==> src/rtl/rng_pkg.sv <==
// Shared types, constants and pure functions for the xorshift random source.
package rng_pkg;

  localparam int unsigned WORD_W = 32;
  localparam int unsigned SEED_W = 8;

  typedef enum logic [1:0] {
    PH_IDLE   = 2'd0,
    PH_SEED   = 2'd1,
    PH_WARMUP = 2'd2,
    PH_RUN    = 2'd3
  } phase_e;

  localparam logic [SEED_W-1:0] SEED_XOR = 8'hA5;
  localparam logic [SEED_W-1:0] SEED_PAD = 8'h5A;

  localparam int unsigned SHL_A = 13;
  localparam int unsigned SHR_B = 17;
  localparam int unsigned SHL_C = 5;

  // One xorshift32 step; all shifts logical and truncated to 32 bits.
  function automatic logic [WORD_W-1:0] xorshift32_step(input logic [WORD_W-1:0] x);
    logic [WORD_W-1:0] t;
    t = x ^ (x << SHL_A);
    t = t ^ (t >> SHR_B);
    return t ^ (t << SHL_C);
  endfunction

  // The constant low byte keeps the expanded seed away from the all-zero lock-up state.
  function automatic logic [WORD_W-1:0] seed_expand(input logic [SEED_W-1:0] seed_id);
    return {seed_id, ~seed_id, seed_id ^ SEED_XOR, SEED_PAD};
  endfunction

endpackage

==> src/rtl/rng_fifo.sv <==
// First-word-fall-through output buffer with flush; every output is a flop.
module rng_fifo #(
  parameter int unsigned FIFO_DEPTH = 4,
  parameter int unsigned DATA_W     = 32
) (
  input  logic                        clk,
  input  logic                        reset,
  input  logic                        flush,
  input  logic                        push,
  input  logic [DATA_W-1:0]           push_data,
  input  logic                        pop,
  output logic [DATA_W-1:0]           head,
  output logic                        valid,
  output logic                        full,
  output logic                        empty,
  output logic [$clog2(FIFO_DEPTH):0] fill
);

  localparam int unsigned AW     = $clog2(FIFO_DEPTH);
  localparam int unsigned FILL_W = AW + 1;

  logic [DATA_W-1:0] mem_q [FIFO_DEPTH];
  logic [DATA_W-1:0] mem_d [FIFO_DEPTH];
  logic [AW-1:0]     wr_ptr_q, wr_ptr_d;
  logic [AW-1:0]     rd_ptr_q, rd_ptr_d;
  logic [FILL_W-1:0] fill_q, fill_d;
  logic [DATA_W-1:0] head_q, head_d;
  logic              valid_q, valid_d;
  logic              full_q, full_d;
  logic              empty_q, empty_d;
  logic              do_push, do_pop;

  // Next-state of storage, pointers and the registered head/status view.
  always_comb begin
    mem_d    = mem_q;
    wr_ptr_d = wr_ptr_q;
    rd_ptr_d = rd_ptr_q;
    fill_d   = fill_q;
    do_pop   = pop & (fill_q != '0);
    do_push  = push & ((fill_q != FILL_W'(FIFO_DEPTH)) | do_pop);

    if (flush) begin
      wr_ptr_d = '0;
      rd_ptr_d = '0;
      fill_d   = '0;
    end else begin
      if (do_push) begin
        mem_d[wr_ptr_q] = push_data;
        wr_ptr_d        = wr_ptr_q + AW'(1);
      end
      if (do_pop) begin
        rd_ptr_d = rd_ptr_q + AW'(1);
      end
      case ({do_push, do_pop})
        2'b10:   fill_d = fill_q + FILL_W'(1);
        2'b01:   fill_d = fill_q - FILL_W'(1);
        default: fill_d = fill_q;
      endcase
    end

    empty_d = (fill_d == '0);
    valid_d = ~empty_d;
    full_d  = (fill_d == FILL_W'(FIFO_DEPTH));
    head_d  = empty_d ? '0 : mem_d[rd_ptr_d];
  end

  always_ff @(posedge clk) begin
    if (reset) begin
      wr_ptr_q <= '0;
      rd_ptr_q <= '0;
      fill_q   <= '0;
      head_q   <= '0;
      valid_q  <= 1'b0;
      full_q   <= 1'b0;
      empty_q  <= 1'b1;
    end else begin
      wr_ptr_q <= wr_ptr_d;
      rd_ptr_q <= rd_ptr_d;
      fill_q   <= fill_d;
      head_q   <= head_d;
      valid_q  <= valid_d;
      full_q   <= full_d;
      empty_q  <= empty_d;
    end
  end

  // Storage needs no reset: it is only visible through head, which is cleared.
  always_ff @(posedge clk) begin
    mem_q <= mem_d;
  end

  assign head  = head_q;
  assign valid = valid_q;
  assign full  = full_q;
  assign empty = empty_q;
  assign fill  = fill_q;

endmodule

==> src/rtl/xorshift_rng.sv <==
// Seeded xorshift32 source: seed expansion, fixed warm-up, then one step per free FIFO slot.
module xorshift_rng
  import rng_pkg::*;
#(
  parameter int unsigned WARMUP_STEPS = 8,
  parameter int unsigned FIFO_DEPTH   = 4
) (
  input  logic                        clk,
  input  logic                        reset,
  input  logic [7:0]                  seed_ID,
  input  logic                        start,
  output logic [31:0]                 rnd_data,
  output logic                        rnd_valid,
  input  logic                        rnd_ready,
  output logic [1:0]                  phase,
  output logic [$clog2(FIFO_DEPTH):0] fill
);

  localparam int unsigned CNT_W = (WARMUP_STEPS > 1) ? $clog2(WARMUP_STEPS) : 1;

  phase_e            phase_q, phase_d;
  logic [WORD_W-1:0] x_q, x_d;
  logic [CNT_W-1:0]  cnt_q, cnt_d;
  logic [SEED_W-1:0] seed_q, seed_d;
  logic [WORD_W-1:0] x_step;
  logic              fifo_push, fifo_flush, fifo_pop;
  logic              fifo_full, fifo_empty;

  assign fifo_pop = rnd_ready & ~fifo_empty;

  // Phase sequencing and generator advance; start overrides whatever the phase wanted.
  always_comb begin
    phase_d    = phase_q;
    x_d        = x_q;
    cnt_d      = cnt_q;
    seed_d     = seed_q;
    fifo_push  = 1'b0;
    fifo_flush = 1'b0;
    x_step     = xorshift32_step(x_q);

    case (phase_q)
      PH_IDLE: begin
        phase_d = PH_IDLE;
      end
      PH_SEED: begin
        x_d        = seed_expand(seed_q);
        cnt_d      = '0;
        fifo_flush = 1'b1;
        phase_d    = PH_WARMUP;
      end
      PH_WARMUP: begin
        x_d   = x_step;
        cnt_d = cnt_q + CNT_W'(1);
        if (cnt_q == CNT_W'(WARMUP_STEPS - 1)) begin
          phase_d = PH_RUN;
        end
      end
      PH_RUN: begin
        // Hold x while the buffer is full so no step is ever skipped.
        if (!fifo_full || fifo_pop) begin
          x_d       = x_step;
          fifo_push = 1'b1;
        end
      end
      default: begin
        phase_d = PH_IDLE;
      end
    endcase

    if (start) begin
      seed_d     = seed_ID;
      phase_d    = PH_SEED;
      x_d        = x_q;
      cnt_d      = cnt_q;
      fifo_push  = 1'b0;
      fifo_flush = 1'b1;
    end
  end

  always_ff @(posedge clk) begin
    if (reset) begin
      phase_q <= PH_IDLE;
      x_q     <= '0;
      cnt_q   <= '0;
      seed_q  <= '0;
    end else begin
      phase_q <= phase_d;
      x_q     <= x_d;
      cnt_q   <= cnt_d;
      seed_q  <= seed_d;
    end
  end

  rng_fifo #(
    .FIFO_DEPTH (FIFO_DEPTH),
    .DATA_W     (WORD_W)
  ) u_fifo (
    .clk       (clk),
    .reset     (reset),
    .flush     (fifo_flush),
    .push      (fifo_push),
    .push_data (x_step),
    .pop       (fifo_pop),
    .head      (rnd_data),
    .valid     (rnd_valid),
    .full      (fifo_full),
    .empty     (fifo_empty),
    .fill      (fill)
  );

  assign phase = phase_q;

endmodule

==> config.mk <==
export PLATFORM = sky130hd
export DESIGN_NAME = xorshift_rng
export DESIGN_NICKNAME = d
export VERILOG_FILES = /design/src/rtl/rng_pkg.sv /design/src/rtl/rng_fifo.sv /design/src/rtl/xorshift_rng.sv
export SDC_FILE = /design/constraint.sdc
export NUM_CORES = 1
export LEC_CHECK = 0
export BUFFER_PORTS_ARGS = -buffer_cell sky130_fd_sc_hd__clkbuf_2
export CORE_MARGIN = 1.5
export CORE_UTILIZATION = 30
export DETAILED_ROUTE_END_ITERATION = 16
export PLACE_DENSITY = 0.48
export SLEW_MARGIN = 0
export SYNTH_ARGS = -nofsm -noshare
export SYNTH_HDL_FRONTEND = slang
export SYNTH_HIERARCHICAL = 1
export SYNTH_SLANG_ARGS = --single-unit
==> constraint.sdc <==
create_clock -name clk -period 4.2 [get_ports clk]
set_input_delay 0.84 -clock clk [delete_from_list [all_inputs] [get_ports clk]]
set_output_delay 0.84 -clock clk [all_outputs]
set_load 0.1 [all_outputs]
; ---- Yosys cells after proc, flatten, opt, wreduce, memory -nomap -nowiden
; Cells that the tools add are included.
[op_classes]
n_addsub = 5
eq_ne = 11
n_bitwise = 14
magnitude_cmp = 3
muxes = 23
reduce_logical = 17
[ops]
columns = operator, count
row1 = $mux 128, 2
row2 = $bwmux 128, 1
row3 = $mux 32, 4
row4 = $pmux 32 s3, 1
row5 = $bmux 32 s2, 1
row6 = $demux 32 s2, 1
row7 = $xor 32x32->32, 2
row8 = $xor 32x15->32, 1
row9 = $pmux 3 s2, 2
row10 = $reduce_bool 3->1, 3
row11 = $not 8->8, 1
row12 = $add 3x1->3 const B, 2
row13 = $eq 2x2->1 const B, 3
row14 = $eq 3x3->1 const B, 2
row15 = $ge 3x3->1 const B, 2
row16 = $mux 1, 6
row17 = $mux 2, 3
row18 = $ne 3x3->1 const B, 2
row19 = $not 2->3, 2
row20 = $pmux 2 s3, 1
row21 = $reduce_and 2->1, 3
row22 = $reduce_or 2->1, 3
row23 = $add 2x1->2 const B, 2
row24 = $eq 2x1->1 const B, 2
row25 = other kinds (16), 21
[word_totals]
reg_bits = 215
out_inout_bits = 38
in_bits = 12

; ---- Longest topological paths before layout
[logic_depth]
depth_word = 12
ltp_mapped = 15

; ---- Modules after synthesis
; The synthesis kept the hierarchy.
[modules_own_cells]
columns = module, cells_each, area_each_um2, seq_area_each_um2, instances
row1 = rng_fifo, 514, 6530.0, 3403.3, 1
row2 = xorshift_rng, 287, 2612.5, 900.9, 1

; ---- Worst setup path before layout
; OpenSTA, ideal clock, no wires.
[synth_timing]
kind = reg2reg
from = reg phase_q[1], in the netlist phase[1]
to = reg u_fifo.head_q[10], in the netlist u_fifo/head[10]
period_less_slack_ns = 3.886
slack_ns = 0.314
stages_incl_launch_ff = 16
t_required_ns = 4.112
arrival_time_ns = 3.798
n_path_buf = 3
cell_sequence = dfxtp_1 ha_1 clkbuf_1 and3_1 buf_2 nand2_1 ha_1 fa_1 xnor2_1 or4_4 nand2_4 nor2_2 clkinv_2 o21ai_4 buf_6 o32ai_2
[synth_via]
elab_chain_cells = 9
[synth_lines]
columns = item, line_no
row1 = "start, declared", xorshift_rng.sv:21  ; phase_e phase_q, phase_d;
row2 = "start signal, assigned", xorshift_rng.sv:87  ; phase_q <= phase_d;
row3 = $eq 2x2->1 (*), xorshift_rng.sv:41  ; case (phase_q)
row4 = $mux 1 (*), xorshift_rng.sv:41
row5 = $mux 1 (*), xorshift_rng.sv:70  ; if (start) begin
row6 = via fifo_push, xorshift_rng.sv:26  ; logic fifo_push, fifo_flush, fifo_pop;
row7 = $and 1x1->1 (*), rng_fifo.sv:40  ; do_push = push & ((fill_q != FILL_W'(FIFO_DEPTH)) | do_pop);
row8 = $eq 2x1->1 (tied with other cells), rng_fifo.sv:54  ; case ({do_push, do_pop})
row9 = $pmux 3 s2 or $mux 128 (tied branches), "rng_fifo.sv:54, rng_fifo.sv:42"
row10 = $mux 3 or $bmux 32 s2 (tied branches), "rng_fifo.sv:42, rng_fifo.sv:64"
row11 = $logic_not 3->1 or $mux 32 (tied branches), "rng_fifo.sv:61, rng_fifo.sv:64"
row12 = $reduce_or 2->1 (no source line) or $mux 32 (tied branches), -
row13 = "end signal, assigned", rng_fifo.sv:72  ; head_q <= '0;
row14 = "end signal, assigned", rng_fifo.sv:80  ; head_q <= head_d;
row15 = "end, declared", rng_fifo.sv:27  ; logic [DATA_W-1:0] head_q, head_d;
; The timed path passes the listed nets; every way through them passes the cells marked *. The select of a mux whose other input is x is not followed.
; A chain may end at the register's enable or synchronous reset.

; ---- Final worst setup path
[layout_timing]
from = in rnd_ready
to = reg u_fifo.head_q[22], in the netlist u_fifo/head[22]
[layout_via]
elab_chain_cells = 11
[layout_lines]
columns = item, line_no
row1 = "start, declared", xorshift_rng.sv:14  ; input logic rnd_ready,
row2 = $and 1x1->1 (*), xorshift_rng.sv:29  ; assign fifo_pop = rnd_ready & ~fifo_empty;
row3 = via fifo_pop, xorshift_rng.sv:26
row4 = $logic_or 1x1->1, xorshift_rng.sv:60  ; if (!fifo_full || fifo_pop) begin
row5 = $mux 1, xorshift_rng.sv:60
row6 = $mux 1, xorshift_rng.sv:41
row7 = $mux 1, xorshift_rng.sv:70
row8 = $and 1x1->1, rng_fifo.sv:40
row9 = $eq 2x1->1 (tied with other cells), rng_fifo.sv:54
row10 = $pmux 3 s2 or $mux 128 (tied branches), "rng_fifo.sv:54, rng_fifo.sv:42"
row11 = $mux 3 or $bmux 32 s2 (tied branches), "rng_fifo.sv:42, rng_fifo.sv:64"
row12 = $logic_not 3->1 or $mux 32 (tied branches), "rng_fifo.sv:61, rng_fifo.sv:64"
row13 = $reduce_or 2->1 (no source line) or $mux 32 (tied branches), -
; Marked as above.

==> metrics.md <==
| Metric | Value |
|---|---|
| Slew margin rel. | `a little over 30%` |
| Seq pwr share | `between 40% and 50%` |
| Int Pwr | `~3.4 mW` |
| Final setup violating endpoints | `0` |
| Share of cells above drive strength 1 | `a little under a third` |
| CP Capture Type | `register` |
| Net Sw Power | `~1.2 mW` |
| Multi-input gate area | `roughly 0.0046 mm2` |
| Crit-path cells | `clkbuf_2 -> nand2b_1 -> inv_1 -> or4b_1 -> nand2_1 -> ha_1 -> fa_1 -> nor3b_1 -> a21o_1 -> nor2_1 -> nor2_2 -> clkinv_2 -> o21ai_4 -> buf_12 -> o32ai_2` |
| Area Growth Syn to Fin | `15.7%` |
| RePlAce Congestion | `around 0.75` |
| Post_cts resized | `0` |
| Number of global-route vias before repair | `just over 6000` |
| Final period util | `82.8%` |
| Global-route wire length before repair | `between 30000 and 40000 um` |
| Total power per unit cell area | `around 430 mW/mm2` |
| Non-Filler Instances | `around 1300` |
| Met1 GRT Util | `20.3%` |
| RSZ-0062 raised after global routing | `no` |
| Clk_lat worst skew | `0.52 ns` |
| Crit. path cell count | `15` |
| Async set-reset flop share out of synthesis | `0%` |
| Cells after synthesis | `about 800` |
| Clk sink count | `215` |
| Register bit total from synthesis | `~220` |
| Initial antenna violation count | `0` |
| Syn. warnings | `6` |
| Met2 GRT Util | `between 20% and 30%` |
| Peak VDD IR | `about 210 uV` |
| Worst setup SP type | `input pin` |
| Rows | `63` |
| Cell count after placement | `about 1200` |
| Clk buf depth | `3` |
| Synth Net Count | `825` |
| Prevailing post-synth register cell | `dfxtp_1` |
| Status | `finished clean` |
| Grt met3 use | `approximately 2.4%` |
| Vias per inst | `around 4.9` |
| WP data required | `4.58 ns` |
| Fin. max-slew vios | `0` |
| Final ANT Viol Nets | `0` |
| Hold path depth | `2` |
| Drt total wl | `around 24000 um` |
| WP data arrival | `around 3.9 ns` |
| Nets | `a little under 900` |
| Final design instance area without fill | `between 0.01 and 0.015 mm2` |
| Seq/Total Area, Yosys | `47.1%` |
| CTS Hold Buffers Added | `0` |
| DR WL/cell | `18.9 um` |
| Fillers | `~3000` |
| CP top delay family | `simple AND/OR/NAND/NOR gates` |
| Slowest-stage cell, CP | `or4b_1` |
| Syn avg cell area | `around 11 um2` |
| Yosys cell types | `slightly below 60` |
| Worst Reg2Reg Path Length in Cells | `13` |
| CP max FO | `18` |
| Pin count of the biggest net entering global routing | `45` |
| DRT Pass-1 Iters | `4` |
| Tmin final | `3.48 ns` |
| Setup TNS | `0 ns` |
| Iter 0 DRT Violations | `about 290` |
| CTS tree | `yes` |
| Root buf cell | `clkbuf_16` |
| PortBufs | `49` |
| Worst min path class | `register to register` |
| DP Area | `0.00985 mm2` |
| Die X | `approximately 180 um` |
| Fmax achieved | `288 MHz` |
| Setup Buffers After CTS | `0` |
| # H-tree levels | `1` |
| GRT Util Overall | `15.2%` |
| Core area | `0.0298 mm2` |
| Synth Cell Area | `around 0.0091 mm2` |
| Sw frac | `between 20% and 30%` |
| Num CTS Buffers | `24` |
| Clock-pin slew on the worst setup and hold paths | `around 0.06 ns` |
| Part of the power in combinational logic | `a little over a tenth` |
| WS Path Type | `input pin to register` |
| P_leak | `4.18 nW` |
| Dpl hpwl | `~15000 um` |
| Grt peak-use layer | `met2` |
| Number of synthesized flops with an enable pin | `0` |
| Total of max-cap violations | `0` |
| Ant. Diodes | `0` |
| Reg area | `around 0.0043 mm2` |
| Hold Violations, Final | `0` |
| Clock group share of total power | `between 40% and 50%` |
| Ports | `50` |
| Initial Util | `between 30% and 40%` |
| Vias | `6107` |
| Die Height | `between 150 and 200 um` |
| CP Buf/Inv Count | `4` |
| Grt ovf | `0` |
| Max incr delay on CP | `0.55 ns` |
| Die area | `about 0.032 mm2` |
| # DRC | `0` |
| Worst Tran Pin Value | `1.03 ns` |
| Worst Clk Skew | `~0.018 ns` |
## tightest hold or removal path, delay by kind of cell (launching register included)
family / cells / cell delay [ns]
flops: 1 / 0.31
simple gates: 1 / 0.05
compound gates: 1 / 0.05
## path summary, 6_finish.rpt
path,startpoint,endpoint,slack [ns]
max,rnd_ready,u_fifo/head[22],0.72
min,cnt_q[1],cnt_q[1],0.46
max reg2reg,phase[1],u_fifo/head[27],0.73
min reg2reg,cnt_q[1],cnt_q[1],0.46
## stage by stage
stage               hold slack (ns)  util (%)  setup WS, ns  power [mW]
finish                        0.456      35.5         0.723        4.60
global route                  0.477      35.5         0.444        4.79
CTS                           0.459      35.5         0.709        4.67
detailed placement            0.450      33.0         0.205        2.67
global placement              0.447      33.0         0.261        2.67
floorplan                     0.436         -         0.314        2.50
## power groups by stage
| stage | sequential (mW) | clock (mW) | combinational, mW |
|---|---|---|---|
| floorplan | 2.17 | 0 | 0.327 |
| global placement | 2.18 | 0 | 0.493 |
| detailed placement | 2.18 | 0 | 0.492 |
| CTS | 2.13 | 2.04 | 0.495 |
| global route | 2.14 | 2.12 | 0.534 |
| finish | 2.13 | 1.97 | 0.492 |
## cells by family (layout without fill, tap and decap cells)
group | after synthesis | in the layout | share of synthesized area, %
AOI/OAI and AO/OA | 125 | 125 | 11.6
xor gates and xnor gates | 65 | 65 | 7.90
adders and majority gates | 12 | 12 | 1.72
buffers and inverters | 64 | 126 | 3.33
DFF | 215 | 215 | 47.1
muxes | 172 | 172 | 20.6
and+or+nand+nor | 148 | 148 | 7.77
## final cells by class
cell class	count	area share (%)
Sequential cell	215	40.7
Multi-Input combinational cell	522	43.3
Tap cell	390	4.61
Clock buffer	36	6.48
Clock inverter	7	0.473
Inverter	12	0.438
Timing Repair Buffer	71	4.00
## flip-flops by register name (all words and copies together) (netlist names), 2 cells and up
| register | count |
|---|---|
| u_fifo/rd_ptr_q | 2 |
| seed_q | 8 |
| cnt_q | 3 |
| u_fifo/head | 32 |
| u_fifo/wr_ptr_q | 2 |
| x_q | 32 |
| u_fifo/mem_q | 128 |
| phase | 2 |
| u_fifo/fill | 3 |
## cells in the mapped netlist, types with 2 or more instances
cell type	count	area, um2
nand3_1	10	50.1
a211o_1	2	17.5
o32ai_1	13	114
xnor2_1	38	333
a32o_1	2	20.0
xor3_1	5	119
ha_1	11	138
mux2i_1	43	430
buf_1	3	11.3
inv_1	11	41.3
and3_1	5	31.3
clkbuf_1	16	60.1
xnor3_1	4	90.1
nor2_1	66	248
o21ai_1	2	10.0
nand2b_1	2	12.5
nand4b_4	2	47.6
nor3_1	12	60.1
buf_6	3	33.8
nor3b_1	2	15.0
a311oi_1	7	61.3
buf_2	29	145
a311o_1	2	20.0
a221o_1	2	20.0
xor2_1	16	140
dfxtp_1	215	4300
o21ai_0	6	30.0
nand2_1	32	120
or3_1	5	31.3
o22ai_1	32	200
mux2_2	128	1440
a21oi_1	18	90.1
o211ai_1	13	97.6
o32ai_2	19	309
## metal layers
metal	vias up	routed length [um]
met1	3037	11400
met5	-	0
met2	67	11200
met4	0	391
li1	2977	-
met3	26	814
## layout by cell type, fill, tap and decap left out, types with 4 or more instances in the layout
cell type,n
ha_1,11
a21oi_1,18
clkbuf_16,24
inv_1,11
clkinv_2,6
and3_1,5
o32ai_2,19
xnor3_1,4
nand2_1,32
buf_4,21
mux2i_1,43
o32ai_1,13
o22ai_1,32
o21ai_0,6
xor3_1,5
xnor2_1,38
clkbuf_8,4
clkbuf_2,49
xor2_1,16
a311oi_1,6
or3_1,5
dfxtp_1,215
o211ai_1,13
mux2_2,128
nand3_1,10
clkbuf_1,8
nor3_1,10
nor2_1,65
(Power assumes the default switching activity.)
